File: config.mk
export PLATFORM = sky130hd
export DESIGN_NAME = red_object_tracker
export DESIGN_NICKNAME = d
export VERILOG_FILES = /design/src/rtl/red_object_tracker_pkg.sv /design/src/rtl/red_object_tracker_seq_divider.sv /design/src/rtl/red_object_tracker.sv
export SDC_FILE = /design/constraint.sdc
export NUM_CORES = 1
export LEC_CHECK = 0
export CAP_MARGIN = 10
export CELL_PAD_IN_SITES_DETAIL_PLACEMENT = 2
export CELL_PAD_IN_SITES_GLOBAL_PLACEMENT = 2
export CORE_MARGIN = 2
export CORE_UTILIZATION = 44
export CTS_BUF_LIST = sky130_fd_sc_hd__clkbuf_4
export CTS_CLUSTER_SIZE = 14
export DETAILED_ROUTE_END_ITERATION = 10
export PLACE_DENSITY_LB_ADDON = 0.1
export SETUP_SLACK_MARGIN = 0.3
export SLEW_MARGIN = 10
export SYNTH_ARGS = -nofsm -noshare
export SYNTH_HDL_FRONTEND = slang
export SYNTH_SLANG_ARGS = --single-unit
File: constraint.sdc
create_clock -name clk -period 10.2 [get_ports clk]
set_input_delay 2.04 -clock clk [delete_from_list [all_inputs] [get_ports clk]]
set_output_delay 2.04 -clock clk [all_outputs]
set_load 0.03 [all_outputs]
File: src/rtl/red_object_tracker_pkg.sv
`default_nettype none
// ---- tracker_pkg : shared widths, FSM states and RGB444 helpers (rev 1.0) ----
package tracker_pkg;

  localparam int CNT_W   = 19;
  localparam int SUM_W   = 28;
  localparam int COORD_W = 10;
  localparam int BOX_W   = 12;

  typedef enum logic [1:0] {
    S_IDLE   = 2'd0,
    S_DIV_X  = 2'd1,
    S_DIV_Y  = 2'd2,
    S_UPDATE = 2'd3
  } state_e;

  function automatic logic [3:0] red_of(input logic [11:0] px);
    return px[11:8];
  endfunction

  function automatic logic [3:0] grn_of(input logic [11:0] px);
    return px[7:4];
  endfunction

  function automatic logic [3:0] blu_of(input logic [11:0] px);
    return px[3:0];
  endfunction

endpackage
`default_nettype wire

File: src/rtl/red_object_tracker_seq_divider.sv
`default_nettype none
// ---- seq_divider : restoring unsigned divider, one quotient bit per cycle (rev 1.0) ----
module seq_divider #(
  parameter int DIVIDEND_W = 28,
  parameter int DIVISOR_W  = 19
) (
  input  logic                  clk,
  input  logic                  reset_n,
  input  logic                  start,
  input  logic [DIVIDEND_W-1:0] dividend,
  input  logic [DIVISOR_W-1:0]  divisor,
  output logic [DIVIDEND_W-1:0] quotient,
  output logic                  done,
  output logic                  busy
);

  localparam int CW = $clog2(DIVIDEND_W + 1);

  logic [DIVISOR_W-1:0]  rem_q, rem_d;
  logic [DIVIDEND_W-1:0] quo_q, quo_d;
  logic [DIVISOR_W-1:0]  dsr_q;
  logic [CW-1:0]         cnt_q;
  logic                  busy_q, done_q;

  logic [DIVISOR_W-1:0]  w_rem_in, w_dsr, w_sub;
  logic [DIVIDEND_W-1:0] w_quo_in;
  logic [DIVISOR_W:0]    w_shift;
  logic                  w_ge;

  // The start cycle already performs the first iteration on the fresh operands.
  always_comb begin
    w_rem_in = start ? '0 : rem_q;
    w_quo_in = start ? dividend : quo_q;
    w_dsr    = start ? divisor : dsr_q;
    w_shift  = {w_rem_in, w_quo_in[DIVIDEND_W-1]};
    w_ge     = (w_shift >= {1'b0, w_dsr});
    w_sub    = w_shift[DIVISOR_W-1:0] - w_dsr;
    rem_d    = w_ge ? w_sub : w_shift[DIVISOR_W-1:0];
    quo_d    = {w_quo_in[DIVIDEND_W-2:0], w_ge};
  end

  always_ff @(posedge clk or negedge reset_n) begin
    if (!reset_n) begin
      rem_q  <= '0;
      quo_q  <= '0;
      dsr_q  <= '0;
      cnt_q  <= '0;
      busy_q <= 1'b0;
      done_q <= 1'b0;
    end else begin
      done_q <= 1'b0;
      if (start || busy_q) begin
        rem_q <= rem_d;
        quo_q <= quo_d;
      end
      if (start) begin
        dsr_q  <= divisor;
        cnt_q  <= CW'(DIVIDEND_W - 1);
        busy_q <= 1'b1;
      end else if (busy_q) begin
        cnt_q <= cnt_q - CW'(1);
        if (cnt_q == CW'(1)) begin
          busy_q <= 1'b0;
          done_q <= 1'b1;
        end
      end
    end
  end

  assign quotient = quo_q;
  assign done     = done_q;
  assign busy     = busy_q;

endmodule
`default_nettype wire

File: src/rtl/red_object_tracker.sv
`default_nettype none
// ---- red_object_tracker : per-frame red blob count/centroid/box for the overlay (rev 1.0) ----
module red_object_tracker
  import tracker_pkg::*;
#(
  parameter logic [3:0] R_MIN       = 4'hA,
  parameter logic [3:0] G_MAX       = 4'h5,
  parameter logic [3:0] B_MAX       = 4'h5,
  parameter int         MIN_COUNT   = 64,
  parameter int         HOLD_FRAMES = 3,
  parameter int         H_ACT       = 640,
  parameter int         V_ACT       = 480
) (
  input  logic               clk,
  input  logic               reset_n,
  input  logic               pixel_valid,
  input  logic [COORD_W-1:0] x_pixel,
  input  logic [COORD_W-1:0] y_pixel,
  input  logic [11:0]        pixel_data,
  input  logic               frame_done,
  output logic [COORD_W-1:0] aim_x,
  output logic [COORD_W-1:0] aim_y,
  output logic               aim_detected,
  output logic [BOX_W-1:0]   box_x_min,
  output logic [BOX_W-1:0]   box_x_max,
  output logic [BOX_W-1:0]   box_y_min,
  output logic [BOX_W-1:0]   box_y_max,
  output logic               result_valid,
  output logic               busy
);

  localparam int                 MISS_W    = $clog2(HOLD_FRAMES + 2);
  localparam logic [COORD_W:0]   C_H_ACT   = (COORD_W+1)'(H_ACT);
  localparam logic [COORD_W:0]   C_V_ACT   = (COORD_W+1)'(V_ACT);
  localparam logic [COORD_W-1:0] C_X_CLAMP = COORD_W'(H_ACT - 1);
  localparam logic [COORD_W-1:0] C_Y_CLAMP = COORD_W'(V_ACT - 1);
  localparam logic [CNT_W-1:0]   C_CNT_MAX = '1;

  function automatic logic [COORD_W-1:0] clamp_q(input logic [SUM_W-1:0] q,
                                                 input logic [COORD_W-1:0] lim);
    return (|q[SUM_W-1:COORD_W]) ? lim : q[COORD_W-1:0];
  endfunction

  logic [CNT_W-1:0]   cnt_q, cnt_d, snap_cnt_q;
  logic [SUM_W-1:0]   sx_q, sx_d, sy_q, sy_d, snap_sx_q, snap_sy_q;
  logic [COORD_W-1:0] minx_q, minx_d, maxx_q, maxx_d, miny_q, miny_d, maxy_q, maxy_d;
  logic [COORD_W-1:0] snap_minx_q, snap_maxx_q, snap_miny_q, snap_maxy_q;

  state_e             state_q;
  logic               start_q, hit_q, busy_q, rv_q, det_q;
  logic [COORD_W-1:0] qx_q, qy_q, ax_q, ay_q;
  logic [BOX_W-1:0]   bx0_q, bx1_q, by0_q, by1_q;
  logic [MISS_W-1:0]  miss_q;

  logic               w_red, w_hit, w_div_done, w_div_busy;
  logic [SUM_W-1:0]   w_div_q;

  assign w_red = pixel_valid
              && ({1'b0, x_pixel} < C_H_ACT) && ({1'b0, y_pixel} < C_V_ACT)
              && (red_of(pixel_data) >= R_MIN)
              && (grn_of(pixel_data) <= G_MAX)
              && (blu_of(pixel_data) <= B_MAX);

  always_comb begin
    cnt_d  = cnt_q;
    sx_d   = sx_q;
    sy_d   = sy_q;
    minx_d = minx_q;
    maxx_d = maxx_q;
    miny_d = miny_q;
    maxy_d = maxy_q;
    if (w_red) begin
      cnt_d  = (cnt_q == C_CNT_MAX) ? cnt_q : cnt_q + CNT_W'(1);
      sx_d   = sx_q + SUM_W'(x_pixel);
      sy_d   = sy_q + SUM_W'(y_pixel);
      minx_d = (x_pixel < minx_q) ? x_pixel : minx_q;
      maxx_d = (x_pixel > maxx_q) ? x_pixel : maxx_q;
      miny_d = (y_pixel < miny_q) ? y_pixel : miny_q;
      maxy_d = (y_pixel > maxy_q) ? y_pixel : maxy_q;
    end
  end

  assign w_hit = (cnt_d >= CNT_W'(MIN_COUNT));

  // A frame closing while the engine is busy still clears, but its snapshot is never taken.
  always_ff @(posedge clk or negedge reset_n) begin
    if (!reset_n) begin
      cnt_q <= '0;  sx_q <= '0;  sy_q <= '0;
      minx_q <= '1; maxx_q <= '0; miny_q <= '1; maxy_q <= '0;
      snap_cnt_q <= '0; snap_sx_q <= '0; snap_sy_q <= '0;
      snap_minx_q <= '0; snap_maxx_q <= '0; snap_miny_q <= '0; snap_maxy_q <= '0;
    end else if (frame_done) begin
      if (state_q == S_IDLE) begin
        snap_cnt_q  <= cnt_d;  snap_sx_q   <= sx_d;   snap_sy_q   <= sy_d;
        snap_minx_q <= minx_d; snap_maxx_q <= maxx_d;
        snap_miny_q <= miny_d; snap_maxy_q <= maxy_d;
      end
      cnt_q <= '0;  sx_q <= '0;  sy_q <= '0;
      minx_q <= '1; maxx_q <= '0; miny_q <= '1; maxy_q <= '0;
    end else begin
      cnt_q <= cnt_d;   sx_q <= sx_d;     sy_q <= sy_d;
      minx_q <= minx_d; maxx_q <= maxx_d; miny_q <= miny_d; maxy_q <= maxy_d;
    end
  end

  seq_divider #(.DIVIDEND_W(SUM_W), .DIVISOR_W(CNT_W)) u_div (
    .clk      (clk),
    .reset_n  (reset_n),
    .start    (start_q),
    .dividend ((state_q == S_DIV_Y) ? snap_sy_q : snap_sx_q),
    .divisor  (snap_cnt_q),
    .quotient (w_div_q),
    .done     (w_div_done),
    .busy     (w_div_busy)
  );

  always_ff @(posedge clk or negedge reset_n) begin
    if (!reset_n) begin
      state_q <= S_IDLE;
      start_q <= 1'b0; hit_q <= 1'b0; busy_q <= 1'b0; rv_q <= 1'b0; det_q <= 1'b0;
      qx_q <= '0; qy_q <= '0; ax_q <= '0; ay_q <= '0;
      bx0_q <= '0; bx1_q <= '0; by0_q <= '0; by1_q <= '0;
      miss_q <= '0;
    end else begin
      start_q <= 1'b0;
      rv_q    <= 1'b0;
      case (state_q)
        S_IDLE: if (frame_done) begin
          busy_q  <= 1'b1;
          hit_q   <= w_hit;
          start_q <= w_hit;
          state_q <= w_hit ? S_DIV_X : S_UPDATE;
        end
        S_DIV_X: if (w_div_done) begin
          qx_q    <= clamp_q(w_div_q, C_X_CLAMP);
          start_q <= 1'b1;
          state_q <= S_DIV_Y;
        end
        S_DIV_Y: if (w_div_done) begin
          qy_q    <= clamp_q(w_div_q, C_Y_CLAMP);
          state_q <= S_UPDATE;
        end
        S_UPDATE: begin
          rv_q    <= 1'b1;
          busy_q  <= 1'b0;
          state_q <= S_IDLE;
          if (hit_q) begin
            ax_q   <= qx_q;
            ay_q   <= qy_q;
            bx0_q  <= BOX_W'(snap_minx_q);
            bx1_q  <= BOX_W'(snap_maxx_q);
            by0_q  <= BOX_W'(snap_miny_q);
            by1_q  <= BOX_W'(snap_maxy_q);
            miss_q <= '0;
            det_q  <= 1'b1;
          end else if (miss_q < MISS_W'(HOLD_FRAMES)) begin
            miss_q <= miss_q + MISS_W'(1);
          end else begin
            det_q <= 1'b0;
          end
        end
        default: state_q <= S_IDLE;
      endcase
    end
  end

  assign aim_x        = ax_q;
  assign aim_y        = ay_q;
  assign aim_detected = det_q;
  assign box_x_min    = bx0_q;
  assign box_x_max    = bx1_q;
  assign box_y_min    = by0_q;
  assign box_y_max    = by1_q;
  assign result_valid = rv_q;
  assign busy         = busy_q | w_div_busy;

endmodule
`default_nettype wire
**Word-level counts from Yosys, hierarchy flattened**

Cells that the tools add are included.

- Bitwise operators: 1
- Equality and inequality tests: 9
- $add $sub $neg: 6
- Reduce and logical (&&, ||, !) cells: 19
- Mux-type cells: 49
- Magnitude comparators: 12

Operators with widths:

| operator | number |
|---|---|
| 2-to-1 mux 28 bit | 6 |
| 2-to-1 mux 10 bit | 14 |
| 2-to-1 mux 19 bit | 6 |
| adder 28 x 10 -> 28 bit | 2 |
| greater-or-equal comparator 20 x 19 -> 1 bit | 1 |
| > comparator 10 bit | 2 |
| less-than comparator 10 bit | 2 |
| adder 19 x 1 -> 19 bit, second input constant | 1 |
| == test 19 bit, second input constant | 1 |
| greater-or-equal comparator 19 x 7 -> 1 bit, second input constant | 1 |
| subtractor 19 bit | 1 |
| OR reduction 18 bit | 1 |
| AND reduction 2 bit | 7 |
| 2-to-1 mux 1 bit | 12 |
| less-than comparator 10 bit, second input constant | 1 |
| less-than comparator 10 x 9 -> 1 bit, second input constant | 1 |
| 2-to-1 mux 5 bit | 2 |
| less-or-equal comparator 4 x 3 -> 1 bit, second input constant | 2 |
| 2-to-1 mux 2 bit | 4 |
| one-hot mux 2 bit (4 select lines) | 1 |
| 2-to-1 mux 3 bit | 2 |
| nonzero test 2 bit | 3 |
| == test 5 x 1 -> 1 bit, second input constant | 1 |
| logical AND 1 bit | 5 |
| 13 further kinds | 17 |

- Bits in registers: 393
- Word-level logic and storage cells: 131
- Output and inout bits: 71
- Input port bits: 36

**Depth between registers and ports, before layout**

Gate-level depths: netlist of run 1.

- Depth after elaboration: 11
- Mapped depth: 17
- Gate-level depth less buffers: 15

**By module**

From an unflattened synthesis of run 1, not the netlist that was laid out.

- Cell total of the unflattened synthesis: 1,884
- Area, all modules: 19,407.4 sq um

By module, submodules not included:

| module | area an instance (sq um) | sequential area each (sq um) | cells each | times used |
|---|---|---|---|---|
| red_object_tracker | 15,088.2 | 8,032.7 | 1,440 | 1 |
| seq_divider | 4,319.1 | 1,826.8 | 444 | 1 |

**Least setup slack after synthesis of run 1**

Ideal clock, no wire load.

- Kind: input port to flip-flop
- Start: input y_pixel[0]
- End: register sy_q[20]
- Data required time: 10,075 ps
- Stages: 11
- Library setup time: 125 ps
- Buffers on the path: 1
- Data arrival time: 4,539 ps
- Setup slack: 5,536 ps
- Cells stage by stage: ha_1 -> fa_1 -> a21o_1 -> a21oi_1 -> o21bai_1 -> a2111oi_0 -> nor3_1 -> a41o_1 -> clkbuf_1 -> nand3_1 -> mux2_2

- Cells in the longest elaborated chain, start to end: 7
- Elaborated cells between the ends (all ways): 8
- Classes of those cells: add/sub (1); order compare (1); mux (2); reduce/logical (4)

RTL lines:

| what | RTL line | text |
|---|---|---|
| start: declaration | red_object_tracker.sv:18 | `input logic [COORD_W-1:0] y_pixel,` |
| parallel branches: the longest is 5 deep, another holds adder 28 x 10 -> 28 bit | -- |  |
| 2-to-1 mux 28 bit (*) | red_object_tracker.sv:72 | `if (w_red) begin` |
| 2-to-1 mux 28 bit (*) | red_object_tracker.sv:92 | `end else if (frame_done) begin` |
| end signal: assignment | red_object_tracker.sv:88 | `cnt_q <= '0; sx_q <= '0; sy_q <= '0;` |
| end signal: assignment | red_object_tracker.sv:98 | `cnt_q <= '0; sx_q <= '0; sy_q <= '0;` |
| end signal: assignment | red_object_tracker.sv:101 | `cnt_q <= cnt_d; sx_q <= sx_d; sy_q <= sy_d;` |
| end: declaration | red_object_tracker.sv:45 | `logic [SUM_W-1:0] sx_q, sx_d, sy_q, sy_d, snap_sx_q, snap_sy_q;` |

Every way passes the cells marked *.
A chain may end at the register's enable or synchronous reset.

**Final worst setup path of run 1**

- Start: input x_pixel[7]
- End: register snap_sx_q[15]

- Cells in the longest elaborated chain, start to end: 7
- Elaborated cells between the ends (all ways): 8
- Classes of those cells: add/sub (1); order compare (1); mux (1); reduce/logical (5)

RTL lines:

| what | RTL line | text |
|---|---|---|
| start: declaration | red_object_tracker.sv:17 | `input logic [COORD_W-1:0] x_pixel,` |
| less-than comparator 10 bit | red_object_tracker.sv:59 | `&& ({1'b0, x_pixel} < C_H_ACT) && ({1'b0, y_pixel} < C_V_ACT)` |
| logical AND 1 bit (2 in a row) | red_object_tracker.sv:59 |  |
| logical AND 1 bit | red_object_tracker.sv:60 | `&& (red_of(pixel_data) >= R_MIN)` |
| logical AND 1 bit | red_object_tracker.sv:61 | `&& (grn_of(pixel_data) <= G_MAX)` |
| logical AND 1 bit | red_object_tracker.sv:62 | `&& (blu_of(pixel_data) <= B_MAX);` |
| 2-to-1 mux 28 bit (*) | red_object_tracker.sv:72 |  |
| end signal: assignment | red_object_tracker.sv:90 | `snap_cnt_q <= '0; snap_sx_q <= '0; snap_sy_q <= '0;` |
| end signal: assignment | red_object_tracker.sv:94 | `snap_cnt_q <= cnt_d; snap_sx_q <= sx_d; snap_sy_q <= sy_d;` |
| end: declaration | red_object_tracker.sv:45 |  |

Mark *: on every way between the ends. The rest lies on a longest branch, timed or not.

==> results of run 1 <==
==> final timing paths <==
kind	endpoint
max	snap_sx_q[15]$_DFFE_PN0P_
min	qx_q[9]$_DFFE_PN0P_
max reg2reg	u_div.rem_q[11]$_DFFE_PN0P_
min reg2reg	qx_q[9]$_DFFE_PN0P_
max in group asynchronous	snap_minx_q[1]$_DFFE_PN0P_
min in group asynchronous	u_div.rem_q[6]$_DFFE_PN0P_
==> Yosys cell counts, types with 4 or more instances <==
cell / number
a211oi_1: 38
a21boi_0: 5
a21o_1: 23
a21oi_1: 91
a31oi_1: 15
and2_1: 9
and3_1: 17
and4_1: 14
buf_1: 10
buf_2: 7
buf_4: 8
clkbuf_1: 83
dfrtp_1: 373
dfstp_2: 20
ha_1: 85
inv_1: 79
mux2_2: 71
mux2i_1: 105
nand2_1: 208
nand2b_1: 11
nand3_1: 38
nand4_1: 18
nor2_1: 158
nor2b_1: 68
nor3_1: 28
nor3b_1: 4
nor4_1: 8
o2111ai_1: 4
o211ai_1: 10
o21a_1: 12
o21ai_0: 154
o21ai_1: 4
o22ai_1: 9
o31a_1: 4
or2_2: 5
or4_1: 4
xnor2_1: 54
xor2_1: 24
==> power by group through the flow <==
| stage | Clock [uW] | Combinational (uW) | Sequential (uW) |
|---|---|---|---|
| 5_1_grt | 1660 | 121 | 1560 |
| 6_report | 1530 | 108 | 1560 |
| 4_1_cts | 1580 | 111 | 1560 |
| 3_3_place_gp | 0 | 105 | 1590 |
| 3_5_place_dp | 0 | 109 | 1590 |
| 2_1_floorplan | 0 | 40.6 | 1590 |
==> cell type report <==
| class | instances | area (sq um) | area share, % |
|---|---|---|---|
| diodes | 1 | 2.50 | 0.0112 |
| clock buffers | 166 | 1250 | 5.56 |
| clock inverters | 36 | 219 | 0.978 |
| inverters | 79 | 297 | 1.32 |
| multi-input cells | 1350 | 8950 | 40.0 |
| flip-flops and latches | 393 | 9860 | 44.0 |
| well taps | 592 | 741 | 3.31 |
| repair buffers | 112 | 1080 | 4.83 |
==> cell families (layout without fill, tap and decap cells) <==
kind of cell,count (synthesis),count (layout)
muxes,177,177
DFF,393,393
xor gates and xnor gates,78,78
buffers and inverters,187,393
other,1,9
adders and majority gates,88,88
AOI/OAI and AO/OA,398,398
and+or+nand+nor,601,601
==> registers in the layout (all words and copies together), names as in the netlist, 19 cells and up <==
name,cells
u_div.quotient,28
u_div.rem_q,19
u_div.dsr_q,19
snap_sy_q,28
sx_q,28
cnt_q,19
snap_sx_q,28
sy_q,28
snap_cnt_q,19
==> metal layers <==
| layer | track usage (%) | vias up | wire length [um] |
|---|---|---|---|
| met2 | 45.0 | 221 | 29100 |
| li1 | - | 6950 | - |
| met4 | 8.13 | 2 | 1120 |
| met3 | 4.41 | 78 | 2000 |
| met1 | 31.9 | 7751 | 24600 |
| met5 | 0 | - | 13 |
==> worst max-delay path: stages <==
cell and delay, ns:
clkdlybuf4s50_1 0.65, o21ai_0 0.40, nand3_1 0.24, nor2_2 0.61
buf_4 0.34, nand4_1 0.17, or3b_1 0.64, a21boi_0 0.35
xnor2_1 0.19, o21ai_1 0.10
==> metrics by stage <==
step           cell area [sq um]  setup slack (ns)  hold slack [ns]  instances
3_3_place_gp               20900              4.33            0.459       2526
6_report                   22400              5.14            0.479       2729
2_1_floorplan              19500              5.54            0.442       1930
5_1_grt                    22400              4.92            0.508       2729
3_5_place_dp               20900              4.24            0.471       2526
4_1_cts                    22400              5.22            0.487       2728
==> results.py, run 1 <==
metrics = {
    "run_status": {
        "status": "complete, no violations",
    },
    "sta": {
        "setup_violations": 0,
        "final-max-slew-violation-count": 0,
        "rsz0062_at_grt": "no",
        "finalHoldViolations": 0,
        "maxSlewHeadroom_pct": 25.6,
        "skew_ns": 0.0626,
        "fmax_mhz": 198,
        "fin_crit_ns": 5.06,
        "setup-tns-final_ns": 0,
        "post-route-period-util_pct": 49.6,
        "tightest_slew_ns": 1.12,
    },
    "job": {
        "max_cap_viol_count": 0,
    },
    "logic_synthesis": {
        "syn_inst": 1923,
        "synth_top_family_by_area": "simple AND/OR/NAND/NOR gates",
        "synthDominantCellAreaShare_pct": 47.9,
        "synth_mux_area_share_pct": 9.57,
        "async_flop_share_pct": 100,
        "synth_area_per_cell_sq_um": 10.1,
        "synth_cell_types": 68,
        "synth_compound_area_share_pct": 12.2,
        "ys_seq_area_share_pct": 50.6,
        "synth-adder-area-share_pct": 5.76,
        "ys_ff_latch": 393,
        "synth_xor_area_share_pct": 3.50,
        "synthSimpleGateAreaFrac_pct": 14.6,
        "ys.flop_type": "dfrtp_1",
        "synthTopCellsByArea": "dfrtp_1 (48%), ha_1 (5.5%), mux2i_1 (5.4%)",
        "synth_edf_count": 0,
        "yosysWarningCount": 0,
        "synth_top_area_cell": "dfrtp_1",
        "syn_area_sq_um": 19500,
    },
    "pwr": {
        "finalPower_uw": 3190,
        "powerDensity_nw_per_um2": 143,
        "p_sw_share_pct": 24.7,
        "p_comb_share_pct": 3.4,
        "power.leakage_uw": 0.0109,
        "p_sw_uw": 789,
        "ir_worst_vdd_v": 0.0000889,
        "power_frac_seq_pct": 48.9,
        "clockPowerShare_pct": 47.8,
        "p_int_uw": 2410,
    },
    "floorplanning": {
        "die-area_sq_um": 46000,
        "start_util_pct": 44.3,
        "row_count": 77,
        "die-width_um": 215,
        "coreArea_sq_um": 44000,
        "die_y_um": 215,
        "io_pins": 107,
    },
    "setup_path": {
        "worstSetupStartpoint": "x_pixel[7]",
        "cp.arrival_ns": 5.73,
        "path_class": "input port to flop",
        "reg2reg_depth": 12,
        "crit_fanout": 12,
        "rr_startpoint": "start_q$_DFF_PN0_",
        "start_kind": "input port",
        "crit_required_ns": 10.88,
        "reg2reg_slack_ns": 5.29,
        "cp-end-kind": "flop",
    },
    "global_routing": {
        "antenna_found_initial": 3,
        "track_usage_pct": 25.5,
        "grt_pass1_wl_mm": 94.3,
        "grt_max_degree": 106,
        "globalRoute.totalOverflow": 0,
        "grt_pass1_vias": 17300,
    },
    "min_path": {
        "hp-start": "qx_q[9]$_DFFE_PN0P_",
        "hold_depth": 2,
        "hold_class": "flop to flop",
    },
    "route": {
        "vias_per_cell": 5.50,
        "vias": 15000,
        "postRouteAntennaNets": 0,
        "drt-pass1-iter-count": 4,
        "routed_wl_mm": 56.8,
        "wl_per_cell_um": 20.8,
        "drt_iter0_drc": 718,
        "remaining_drc_errors": 0,
    },
    "cts": {
        "cts_tree": "yes",
        "cts_setup_buffers": 0,
        "root_buffer": "clkbuf_4",
        "cts_max_level": 3,
        "cts.clk_slew.worst_paths_ns": 0.06,
        "numClockSinks": 393,
        "cts-buffers-inserted": 110,
        "hold_buffers": 0,
        "postCtsResizedCells": 0,
        "clockBufferDepth": 3,
        "clock_latency_ns": 0.88,
    },
    "layout": {
        "fillCellCount": 4662,
        "mostFrequentLayoutCell": "dfrtp_1",
        "drive_gt1_share_pct": 14.4,
        "syn_to_final_growth_pct": 14.9,
        "utilization_pct": 50.9,
        "layout_common_cells": "dfrtp_1 (371), nand2_1 (206), clkbuf_4 (166)",
        "nets": 2170,
    },
    "placed_design": {
        "port_buffers": 95,
        "post-dp-hpwl_mm": 37.4,
        "gp_congestion": 0.809,
    },
}
Power figures use the tool's default switching activity.
==> run 2: changes to the inputs <==
Settings changed: CORE_UTILIZATION 44 to 37.
Clock period 10.2 ns to 4.6 ns, I/O delays scaled along.
==> run 2 against run 1 <==
  * Total power grew 120%
  * Die area is 19% higher
  * Sequential power up 120%
  * Combinational power rose by 140%
  * Non-clock buffer count is 35 higher
  * Hold slack lost 0.35 ns
  * Register-to-register slack got worse by 4.6 ns
  * Sequential share of layout area decreased by 0.91 points
  * Setup slack got worse by 4.4 ns
==> results.py, run 2 (synthesis results as in run 1) <==
metrics = {
    "run_status": {
        "status": "complete, no violations",
    },
    "setup_path": {
        "cp.arrival_ns": 4.60,
        "cp-end-kind": "flop",
        "crit_fanout": 14,
        "path_class": "flop to flop",
        "crit_chain": "inv_1 -> ha_2 -> mux2i_1 -> nand2_1 -> o21ai_0 -> ha_1 -> fa_1 -> nor2b_1 -> o31ai_1 -> a21oi_1 -> o21ai_0 -> a31oi_1 -> nor3_4 -> buf_4 -> mux2i_1 -> o2bb2ai_1",
        "cp_slowest_cell": "nor3_4",
        "critPathMaxStageDelay_ns": 0.63,
        "start_kind": "flop",
        "crit_required_ns": 5.31,
    },
    "pwr": {
        "powerDensity_nw_per_um2": 308,
        "power.leakage_uw": 0.0111,
        "ir_worst_vdd_v": 0.000211,
    },
    "route": {
        "vias": 14900,
        "routed_wl_mm": 54.9,
        "remaining_drc_errors": 0,
        "drt_iter0_drc": 517,
        "vias_per_cell": 5.20,
        "postRouteAntennaNets": 0,
        "wl_per_cell_um": 19.2,
        "drt-pass1-iter-count": 4,
    },
    "cts": {
        "cts_max_level": 3,
        "cts_tree": "yes",
        "clockBufferDepth": 3,
        "numClockSinks": 393,
        "cts-buffers-inserted": 113,
        "hold_buffers": 0,
        "clock_latency_ns": 0.88,
        "root_buffer": "clkbuf_4",
        "cts.clk_slew.worst_paths_ns": 0.07,
    },
    "layout": {
        "drive_gt1_share_pct": 16.1,
        "multi_input_area_sq_um": 8960,
        "syn_to_final_growth_pct": 17.3,
        "utilization_pct": 43.7,
        "layout_common_cells": "dfrtp_1 (371), nand2_1 (206), clkbuf_4 (173)",
        "ff_latch_area_sq_um": 9860,
        "nets": 2208,
        "mostFrequentLayoutCell": "dfrtp_1",
        "fillCellCount": 5597,
        "instances_no_fill": 2863,
    },
    "sta": {
        "fin_crit_ns": 3.90,
        "fmax_mhz": 257,
        "setup-tns-final_ns": 0,
        "finalHoldViolations": 0,
        "skew_ns": 0.0457,
        "tightest_slew_ns": 1.04,
        "post-route-period-util_pct": 84.7,
        "setup_violations": 0,
        "final-max-slew-violation-count": 0,
        "rsz0062_at_grt": "no",
        "maxSlewHeadroom_pct": 30.7,
        "holdWs_ns": 0.129,
    },
    "placed_design": {
        "place_inst": 2657,
        "gp_congestion": 0.806,
        "post-dp-hpwl_mm": 37.3,
        "port_buffers": 95,
    },
    "job": {
        "max_cap_viol_count": 0,
    },
    "global_routing": {
        "grt_pass1_wl_mm": 90.4,
        "grt_max_degree": 103,
        "globalRoute.totalOverflow": 0,
        "grt_pass1_vias": 16800,
        "antenna_found_initial": 5,
        "track_usage_pct": 20.9,
    },
    "floorplanning": {
        "die_y_um": 234,
        "row_count": 84,
        "coreArea_sq_um": 52300,
        "die-area_sq_um": 54600,
        "io_pins": 107,
        "die-width_um": 234,
        "start_util_pct": 37.3,
    },
    "min_path": {
        "hold_class": "input port to asynchronous set/reset pin",
    },
}
==> run 2: cell count changes in the layout (fill, tap and decap cells not counted), sizes merged <==
cell      previous run  this run
clkinvlp             1         0
bufinv               3         1
clkinv              29        26
diode                1         3
clkbuf             166       173
buf                 19        54
==> run 2: per-layer routing <==
layer,routed length (um),up-vias,track usage [%]
met4,1310,6,6.82
li1,-,7041,-
met1,25000,7533,26.7
met5,41,-,0
met3,1910,105,4.30
met2,26700,201,35.2
==> run 2: area by class of cell <==
cell class                      count  share of cell area, %
Clock buffer                      173                   5.68
Clock inverter                     30                  0.657
Inverter                           79                   1.30
Tap cell                          688                   3.76
Multi-Input combinational cell   1350                   39.2
Timing Repair Buffer              147                   6.26
Sequential cell                   393                   43.1
Antenna cell                        3                 0.0328
==> run 2: timing repair <==
action,4_1_cts,5_1_grt
setup endpoints to repair,0,16
resized for setup,0,1
setup buffers,0,0
==> run 2: final timing paths <==
kind	start	end	slack, ns	cells past startpoint
min in group clk	snap_sx_q[21]$_DFFE_PN0P_	snap_sx_q[21]$_DFFE_PN0P_	0.48	2
max in group asynchronous	reset_n	minx_q[3]$_DFF_PN1_	3.46	2
max reg2reg	state_q[0]$_DFFE_PN0P_	u_div.rem_q[16]$_DFFE_PN0P_	0.70	16
max	state_q[0]$_DFFE_PN0P_	u_div.rem_q[16]$_DFFE_PN0P_	0.70	16
min	reset_n	u_div.dsr_q[13]$_DFF_PN0_	0.13	1
min reg2reg	snap_sx_q[21]$_DFFE_PN0P_	snap_sx_q[21]$_DFFE_PN0P_	0.48	2
==> run 2: power breakdown <==
group / internal, uW / total (uW) / switching [uW]
sequential: 3460 / 3460 / 1.36
combinational: 78.9 / 254 / 176
clock: 1760 / 3340 / 1580
total: 5300 / 7050 / 1750
==> run 2: worst max-delay path, delay by kind of cell, from the launching register on <==
family          cells  cell delay [ns]
buf+inv             2             0.43
simple gates        3             0.78
flops               1             0.42
compound gates      6             1.01
mux                 2             0.45
fa+ha+maj           3             0.66
==> run 2: stage by stage <==
step	setup WS [ns]	power [uW]	area [sq um]
2_1_floorplan	0.761	3610	19500
4_1_cts	0.302	7220	22900
5_1_grt	0.307	7420	22900
3_3_place_gp	0.231	3780	21400
6_report	0.703	7050	22900
3_5_place_dp	0.145	3790	21400
==> run 3: changes to the inputs <==
Clock period 4.6 ns to 3.55 ns, I/O delays scaled along.
==> run 3 against run 2 <==
  * Sequential share of layout area decreased by 1.8 points
  * Largest cell class unchanged
  * Flip-flop and latch count unchanged
  * Die area did not move
  * Clock-buffer cell count shrank 3
  * Fmax up 22%
==> results.py, run 3 (synthesis results as in run 1) <==
metrics = {
    "route": {
        "postRouteAntennaNets": 0,
        "drt-pass1-iter-count": 4,
        "wl_per_cell_um": 19.5,
        "remaining_drc_errors": 0,
        "drt_iter0_drc": 613,
        "vias": 15300,
        "vias_per_cell": 5.20,
        "routed_wl_mm": 57.4,
    },
    "setup_path": {
        "cp-end-kind": "flop",
        "crit_required_ns": 4.30,
        "cp.arrival_ns": 3.94,
        "reg2reg_depth": 12,
        "crit_fanout": 21,
        "path_class": "flop to flop",
        "start_kind": "flop",
    },
    "cts": {
        "cts_max_level": 3,
        "clock_latency_ns": 0.87,
        "root_buffer": "clkbuf_4",
        "cts_tree": "yes",
        "numClockSinks": 393,
        "clockBufferDepth": 3,
        "cts-buffers-inserted": 110,
        "cts.clk_slew.worst_paths_ns": 0.07,
    },
    "pwr": {
        "ir_worst_vdd_v": 0.000260,
        "finalPower_uw": 9220,
        "power.leakage_uw": 0.0116,
        "powerDensity_nw_per_um2": 386,
    },
    "sta": {
        "setup-tns-final_ns": 0,
        "final-max-slew-violation-count": 0,
        "maxSlewHeadroom_pct": 35.9,
        "tightest_slew_ns": 0.961,
        "skew_ns": 0.0568,
        "fin_crit_ns": 3.19,
        "post-route-period-util_pct": 89.8,
        "finalHoldViolations": 0,
        "rsz0062_at_grt": "yes",
        "fmax_mhz": 314,
        "setup_ws_ns": 0.363,
        "setup_violations": 0,
    },
    "layout": {
        "instances_no_fill": 2938,
        "layout_common_cells": "dfrtp_1 (371), nand2_1 (205), clkbuf_4 (170)",
        "mostFrequentLayoutCell": "dfrtp_1",
        "nets": 2276,
        "syn_to_final_growth_pct": 22.3,
        "drive_gt1_share_pct": 20.6,
    },
    "min_path": {
        "hold_class": "input port to flop",
        "hold_depth": 2,
    },
    "floorplanning": {
        "die-area_sq_um": 54600,
        "die_y_um": 234,
        "start_util_pct": 37.3,
        "coreArea_sq_um": 52300,
        "io_pins": 107,
        "row_count": 84,
        "die-width_um": 234,
    },
    "placed_design": {
        "place_ws_ns": -0.533,
        "gp_congestion": 0.794,
        "post-dp-hpwl_mm": 39.3,
        "port_buffers": 95,
        "place_inst": 2709,
    },
    "global_routing": {
        "track_usage_pct": 21.7,
        "grt_pass1_vias": 17100,
        "grt_pass1_wl_mm": 93.8,
        "grt_max_degree": 103,
        "antenna_found_initial": 3,
        "globalRoute.totalOverflow": 0,
    },
    "job": {
        "max_cap_viol_count": 0,
    },
    "run_status": {
        "status": "complete, no violations",
    },
}
==> run 3: cell count changes in the layout (fill, tap and decap cells not counted), sizes merged <==
| cell | delta |
|---|---|
| buf | +70 |
| bufinv | +1 |
| clkbuf | -3 |
| clkinv | +7 |
| diode | -1 |
| dlygate4sd3 | +1 |
==> run 3: timing repair <==
| action | in CTS | in global routing |
|---|---|---|
| endpoints found under the setup margin | 20 | 35 |
| hold buffers | 1 | 0 |
| pin swaps | 9 | 22 |
| gates cloned | 0 | 1 |
| buffers inserted | 8 | 9 |
| endpoints found under the hold margin | 67 | 0 |
| gates resized for setup | 18 | 57 |
==> run 3: path summary, 6_finish.rpt <==
| path | from | endpoint | slack [ns] |
|---|---|---|---|
| min | frame_done | cnt_q[1]$_DFF_PN0_ | 0.30 |
| max | start_q$_DFF_PN0_ | u_div.rem_q[17]$_DFFE_PN0P_ | 0.36 |
| max reg2reg | start_q$_DFF_PN0_ | u_div.rem_q[17]$_DFFE_PN0P_ | 0.36 |
| max in group asynchronous | reset_n | u_div.dsr_q[3]$_DFF_PN0_ | 2.09 |
| min in group asynchronous | reset_n | snap_cnt_q[14]$_DFFE_PN0P_ | 0.51 |
| min reg2reg | qx_q[9]$_DFFE_PN0P_ | qx_q[9]$_DFFE_PN0P_ | 0.48 |
==> run 3: area by class of cell <==
type,instances,area [sq um]
fillers,5508,28500
flip-flops and latches,393,9870
multi-input cells,1350,9270
repair buffers,218,2080
clock buffers,170,1280
well taps,688,861
inverters,79,297
clock inverters,38,204
diodes,2,5.00
==> run 3: per-stage QoR <==
| step | utilization [%] | hold WS (ns) | cell area [sq um] |
|---|---|---|---|
| 4_1_cts | 44.9 | 0.219 | 23500 |
| 2_1_floorplan | - | 0.414 | 19600 |
| 6_report | 45.6 | 0.299 | 23900 |
| 3_5_place_dp | 41.8 | 0.470 | 21900 |
| 5_1_grt | 45.6 | 0.215 | 23900 |
| 3_3_place_gp | 41.8 | 0.462 | 21900 |
==> run 3: routing by layer <==
metal	wire [um]	part of all wire, %	up-vias	GRT usage (%)
li1	-	-	7186	-
met1	25800	45	7762	28.1
met2	28200	49	213	36.9
met3	2170	3.8	104	4.38
met4	1180	2.1	0	5.66
met5	0	0	-	0
==> run 3: worst max-delay path, cell delays in order (launching register included) <==
cell and delay, ns:
dfrtp_4 0.44, buf_12 0.20, mux2i_4 0.30, ha_4 0.25, buf_4 0.14, o21ai_1 0.17
a21oi_2 0.08, o31a_1 0.31, o41ai_4 0.45, o21ai_2 0.11, a31o_2 0.28, o31a_1 0.27
nand3_1 0.08
==> run 3: power breakdown <==
part	switching (uW)	internal, uW	leakage, uW	total, uW
clock	2060	2330	0.000882	4390
combinational	232	116	0.00529	349
sequential	1.74	4480	0.00541	4480
total	2290	6920	0.0116	9220
